`config.mk`:
```
export PLATFORM = sky130hd
export DESIGN_NAME = conv1_scheduler
export DESIGN_NICKNAME = d
export VERILOG_FILES = /design/src/rtl/conv1_scheduler.sv
export SDC_FILE = /design/constraint.sdc
export NUM_CORES = 2
export LEC_CHECK = 0
export ABC_CLOCK_PERIOD_IN_PS = 13300
export BUFFER_PORTS_ARGS = -buffer_cell sky130_fd_sc_hd__buf_2
export CORE_UTILIZATION = 50
export CTS_BUF_LIST = sky130_fd_sc_hd__clkbuf_4 sky130_fd_sc_hd__clkbuf_8
export DETAILED_ROUTE_END_ITERATION = 8
export PLACE_DENSITY = 0.67
export SYNTH_ARGS = -nofsm -noshare
export SYNTH_HDL_FRONTEND = slang
export SYNTH_SLANG_ARGS = --single-unit
```
`constraint.sdc`:
```
create_clock -name clk -period 13.3 [get_ports clk]
set_clock_uncertainty 0.1 [all_clocks]
set_input_delay 1.995 -clock clk [delete_from_list [all_inputs] [get_ports clk]]
set_output_delay 1.995 -clock clk [all_outputs]
set_load 0.02 [all_outputs]
```
`src/rtl/conv1_scheduler.sv`:
```
// Conv1 layer sequencer: fetches per-filter weights, streams input pairs and
// writes ReLU/shift/saturated results filter-major into the layer-1 output RAM.
module conv1_scheduler #(
  parameter int unsigned NUM_FILTERS = 20,
  parameter int unsigned IN_LEN      = 64,
  parameter int unsigned XAW         = 6,
  parameter int unsigned YAW         = 11,
  parameter int unsigned SHIFT       = 10
) (
  input  logic                  clk,
  input  logic                  rst_n,
  input  logic                  start,
  output logic                  busy,
  output logic                  done,
  output logic                  w_start,
  output logic [4:0]            w_filter,
  input  logic signed [15:0]    w0,
  input  logic signed [15:0]    w1,
  input  logic signed [31:0]    b,
  input  logic                  w_done,
  output logic                  x_rd,
  output logic [XAW-1:0]        x_addr,
  input  logic signed [15:0]    x_data,
  output logic                  y_we,
  output logic [YAW-1:0]        y_addr,
  output logic [15:0]           y_data
);

  localparam int unsigned OUT_LEN = IN_LEN - 1;

  typedef enum logic [2:0] {
    S_IDLE, S_LOADW, S_RD0, S_RD1, S_CALC, S_WR, S_DONE
  } state_t;

  state_t                state_q, state_d;
  logic [4:0]            f_q, f_d;
  logic [XAW-1:0]        i_q, i_d;
  logic [YAW-1:0]        ya_q, ya_d;
  logic signed [15:0]    w0_q, w0_d, w1_q, w1_d, x0_q, x0_d;
  logic signed [31:0]    b_q, b_d;
  logic                  busy_q, busy_d, done_q, done_d, w_start_q, w_start_d;
  logic                  x_rd_q, x_rd_d, y_we_q, y_we_d;
  logic [4:0]            w_filter_q, w_filter_d;
  logic [XAW-1:0]        x_addr_q, x_addr_d;
  logic [YAW-1:0]        y_addr_q, y_addr_d;
  logic [15:0]           y_data_q, y_data_d;
  logic signed [31:0]    prod0, prod1;
  logic signed [33:0]    acc, shifted;
  logic [15:0]           sat_val;

  // Datapath: second sample is taken straight from the RAM port in CALC
  always_comb begin
    prod0   = x0_q * w0_q;
    prod1   = x_data * w1_q;
    acc     = 34'(prod0) + 34'(prod1) + 34'(b_q);
    shifted = acc >>> SHIFT;
    if (acc[33]) begin
      sat_val = '0;
    end else if (shifted > 34'sd32767) begin
      sat_val = 16'h7fff;
    end else begin
      sat_val = shifted[15:0];
    end
  end

  // Next-state and registered-output decode (outputs follow the next state)
  always_comb begin
    state_d    = state_q;
    f_d        = f_q;
    i_d        = i_q;
    ya_d       = ya_q;
    w0_d       = w0_q;
    w1_d       = w1_q;
    b_d        = b_q;
    x0_d       = x0_q;
    x_addr_d   = x_addr_q;
    y_addr_d   = y_addr_q;
    y_data_d   = y_data_q;

    case (state_q)
      S_IDLE: begin
        if (start) begin
          state_d = S_LOADW;
          f_d     = '0;
          i_d     = '0;
          ya_d    = '0;
        end
      end
      S_LOADW: begin
        if (w_done) begin
          w0_d    = w0;
          w1_d    = w1;
          b_d     = b;
          state_d = S_RD0;
        end
      end
      S_RD0:  state_d = S_RD1;
      S_RD1: begin
        x0_d    = x_data;
        state_d = S_CALC;
      end
      S_CALC: state_d = S_WR;
      S_WR: begin
        ya_d = ya_q + YAW'(1);
        if (i_q < XAW'(OUT_LEN - 1)) begin
          i_d     = i_q + XAW'(1);
          state_d = S_RD0;
        end else if (f_q < 5'(NUM_FILTERS - 1)) begin
          f_d     = f_q + 5'(1);
          i_d     = '0;
          state_d = S_LOADW;
        end else begin
          state_d = S_DONE;
        end
      end
      S_DONE:  state_d = S_IDLE;
      default: state_d = S_IDLE;
    endcase

    busy_d     = (state_d == S_LOADW) || (state_d == S_RD0) || (state_d == S_RD1) ||
                 (state_d == S_CALC)  || (state_d == S_WR);
    done_d     = (state_d == S_DONE);
    w_start_d  = (state_d == S_LOADW);
    w_filter_d = f_d;
    x_rd_d     = (state_d == S_RD0) || (state_d == S_RD1);
    y_we_d     = (state_d == S_WR);
    if (state_d == S_RD0) x_addr_d = i_d;
    if (state_d == S_RD1) x_addr_d = i_q + XAW'(1);
    if (state_d == S_WR) begin
      y_addr_d = ya_q;
      y_data_d = sat_val;
    end
  end

  always_ff @(posedge clk or negedge rst_n) begin
    if (!rst_n) begin
      state_q    <= S_IDLE;
      f_q        <= '0;
      i_q        <= '0;
      ya_q       <= '0;
      w0_q       <= '0;
      w1_q       <= '0;
      b_q        <= '0;
      x0_q       <= '0;
      busy_q     <= 1'b0;
      done_q     <= 1'b0;
      w_start_q  <= 1'b0;
      w_filter_q <= '0;
      x_rd_q     <= 1'b0;
      x_addr_q   <= '0;
      y_we_q     <= 1'b0;
      y_addr_q   <= '0;
      y_data_q   <= '0;
    end else begin
      state_q    <= state_d;
      f_q        <= f_d;
      i_q        <= i_d;
      ya_q       <= ya_d;
      w0_q       <= w0_d;
      w1_q       <= w1_d;
      b_q        <= b_d;
      x0_q       <= x0_d;
      busy_q     <= busy_d;
      done_q     <= done_d;
      w_start_q  <= w_start_d;
      w_filter_q <= w_filter_d;
      x_rd_q     <= x_rd_d;
      x_addr_q   <= x_addr_d;
      y_we_q     <= y_we_d;
      y_addr_q   <= y_addr_d;
      y_data_q   <= y_data_d;
    end
  end

  assign busy     = busy_q;
  assign done     = done_q;
  assign w_start  = w_start_q;
  assign w_filter = w_filter_q;
  assign x_rd     = x_rd_q;
  assign x_addr   = x_addr_q;
  assign y_we     = y_we_q;
  assign y_addr   = y_addr_q;
  assign y_data   = y_data_q;

endmodule
```
==> run metrics <==
Yosys Warn Count=0; routability cong.=around 0.87; fin crit share=between 70% and 80%; max cap viols=0; GR Layer Usage met1=30.7%; DIE HEIGHT=236 um; number of remaining DRC errors=0; Placed Cells=roughly 3500; # setup viols final=0; gr busiest metal=met2; DR vias=between 15000 and 20000; Nets=3713; Std-Cell Rows=85; flop and latch count out of synthesis=143; Hold Path Cell Cnt=2; Initial DRC Count=1215; Top FF cell, synth=dfrtp_1; clock sinks=around 140; Skew-Pair Late Insertion Delay=0.60 ns; # resized after CTS=0; Slew @ Worst Pin=a little over 1 ns; Async SR Flop Fraction=100%; TritonCTS clock tree=built; Crit Path Max Fanout=17; Routed Antenna Nets=0; RSZ-0062 raised after global routing=false; core area=between 50000 and 60000 sq um; Required @ worst endpoint=about 14 ns; clock slew at reported path FFs=0.10 ns; synth unique cells=68; Post-Synthesis Cells=around 2800; Setup Fix Bufs, Post-CTS=0; Ant. Diodes=0; crit end category=register; shortest period the worst path allows=around 9.3 ns; 1st-pass router iterations=5; Crit Path Class=primary input to register; Pins Over Slew Limit=0; crit path launch type=primary input; r2r worst-path depth=23; Fillers=just under 5000; Num CTS Buffers=17; number of H-tree levels=4; IO Pins=roughly 130; Via density=5.29; met3 GRT Util=roughly 3.9%; Initial Util=about half; most used cell, CP=fa_1; outcome=complete, no violations; first-pass GRT wire length=109000 um; met2 usage=45.2%; design area=between 20000 and 30000 sq um; Post-Layout Cell Count=3554; number of synthesized flops with an enable pin=0; Slowest-stage cell, CP=fa_1; Final TNS setup=0 ns; sum of net half-perimeters after detailed placement=54200 um; grt ovf=0; Mean Syn Cell Area=9.78 sq um; Fmax=~110 MHz; Area after DPL=28500 sq um; post-synth net total=approximately 3700; CP Data Arrival Time=9.65 ns; Post-Syn Area=27300 sq um; Syn-to-layout area delta=5.74%; port bufs=126; clock tree root driver cell=clkbuf_8; share of cells above drive strength 1=~8.6%; CTS Buffer Depth=2; vias in the first global route=21200; Hold Crit Class=register to register; Worst slew margin=a little under a third; DRT Wirelength=around 64000 um; full die area=about 56000 sq um; initial antenna violation count=0; sequential area share after synthesis=about an eighth; Avg WL per Cell=18.1 um; Die W=~240 um; largest net degree at the start of global routing=74; # hold bufs at CTS=0; Critical Path Max Stage Delay=roughly 0.7 ns; final hold violations=0; gr usage total=between 20% and 30%; CP Cell Sequence=buf_2 > nand2_1 > fa_1 > inv_1 > fa_1 > inv_1 > fa_1 > inv_1 > fa_1 > fa_1 > fa_1 > fa_1 > inv_1 > fa_1 > inv_1 > ha_1 > a21oi_1 > o21ai_0 > a31oi_1 > nand3_1 > o211a_2 > or3_1 > nand2_1 > a311oi_1
-- worst max-delay path: cells and delay by family --
| family | cells | cell delay [ns] |
|---|---|---|
| fa+ha+maj | 9 | 4.51 |
| simple gates | 4 | 1.49 |
| buf+inv | 6 | 0.53 |
| compound gates | 5 | 1.11 |
-- final timing paths --
| check | end | slack, ns | startpoint |
|---|---|---|---|
| max | y_data[2]$_DFFE_PN0P_ | 3.96 | x_data[15] |
| min | y_addr[10]$_DFFE_PN0P_ | 0.38 | y_addr[10]$_DFFE_PN0P_ |
| max reg2reg | y_data[2]$_DFFE_PN0P_ | 4.69 | w1_q[0]$_DFFE_PN0P_ |
| min reg2reg | y_addr[10]$_DFFE_PN0P_ | 0.38 | y_addr[10]$_DFFE_PN0P_ |
| max in group asynchronous | w0_q[12]$_DFFE_PN0P_ | 10.32 | rst_n |
| min in group asynchronous | b_q[2]$_DFFE_PN0P_ | 1.35 | rst_n |
-- cell usage after synthesis (2+ instances only) --
library cell  instances  area [sq um]
nor3_1               10          50.1
a31oi_1               6          37.5
and3_1                7          43.8
a311oi_2              8           120
a21oi_2               2          17.5
and2_1              245          1530
xnor2_1              23           201
a211o_1               3          26.3
nand4_1               7          43.8
nor2b_1               5          31.3
a311oi_1              5          43.8
o21ai_1               9          45.0
o31ai_1               3          22.5
o211ai_1              9          67.6
o31a_1                2          17.5
o21bai_1              5          37.5
buf_1                 5          18.8
nand2b_1             18           113
o21ai_0              56           280
a211oi_2              3          37.5
o21a_1                7          52.6
or2_2                 2          12.5
dfrtp_1             143          3580
ha_1                137          1710
xor2_1               16           140
mux2i_1               7          70.1
nand3_1              21           105
nor2_1               68           255
mux2_2               54           608
fa_1                647         13000
a21oi_1              34           170
or3_1                 4          25.0
nand2_1             352          1320
clkbuf_1             87           327
a211oi_1              7          52.6
buf_2                 3          15.0
a21o_1               13          97.6
buf_4                 3          22.5
inv_1               728          2730
-- flip-flops by register name (all words and copies together), names as in the netlist --
register	flops
w_filter	5
y_data	16
x_addr	6
y_addr	11
w0_q	16
x_rd	1
y_we	1
i_q	6
w_start	1
w1_q	16
b_q	32
busy	1
x0_q	16
state_q	3
ya_q	11
done	1
-- placed cells by master, fill, tap and decap left out, drive strengths merged, types with 36 or more instances in the layout --
cell,Yosys,routed
ha,137,137
mux2,54,54
fa,647,647
dfrtp,143,143
o21ai,65,65
buf,12,133
nor2,69,69
nand2,352,352
a21oi,36,36
and2,246,246
inv,728,737
-- stage by stage --
stage	util, %	hold slack, ns	worst slack (ns)
2_1_floorplan	-	0.355	4.30
3_3_place_gp	52.8	0.357	3.56
3_5_place_dp	52.8	0.361	3.39
4_1_cts	53.6	0.387	4.02
5_1_grt	53.6	0.403	3.64
6_report	53.6	0.383	3.96
-- per-layer routing --
layer  vias to the layer above  part of all wire, %
li1                       8237                    -
met1                      9958                   38
met2                       495                   54
met3                       114                  4.7
met4                         0                  3.2
met5                         -                    0
-- final cells by class --
class	count	area, sq um	share of cell area, %
Clock buffer	18	241	0.836
Clock inverter	14	163	0.563
Inverter	728	2730	9.46
Multi-Input combinational cell	1822	20600	71.3
Sequential cell	143	3580	12.4
Tap cell	696	871	3.02
Timing Repair Buffer	133	689	2.39
-- kinds of logic after synthesis --
logic type                 count (synthesis)  share of synthesized area, %
xor gates and xnor gates                  40                          1.31
DFF                                      143                          13.1
AOI/OAI and AO/OA                        182                          4.49
adders and majority gates                784                          53.7
and+or+nand+nor                          755                          13.5
muxes                                     61                          2.48
buffers and inverters                    828                          11.5
Power is not shown: default switching activity piles up to over one toggle a cycle in this logic, so the estimate is an artifact.
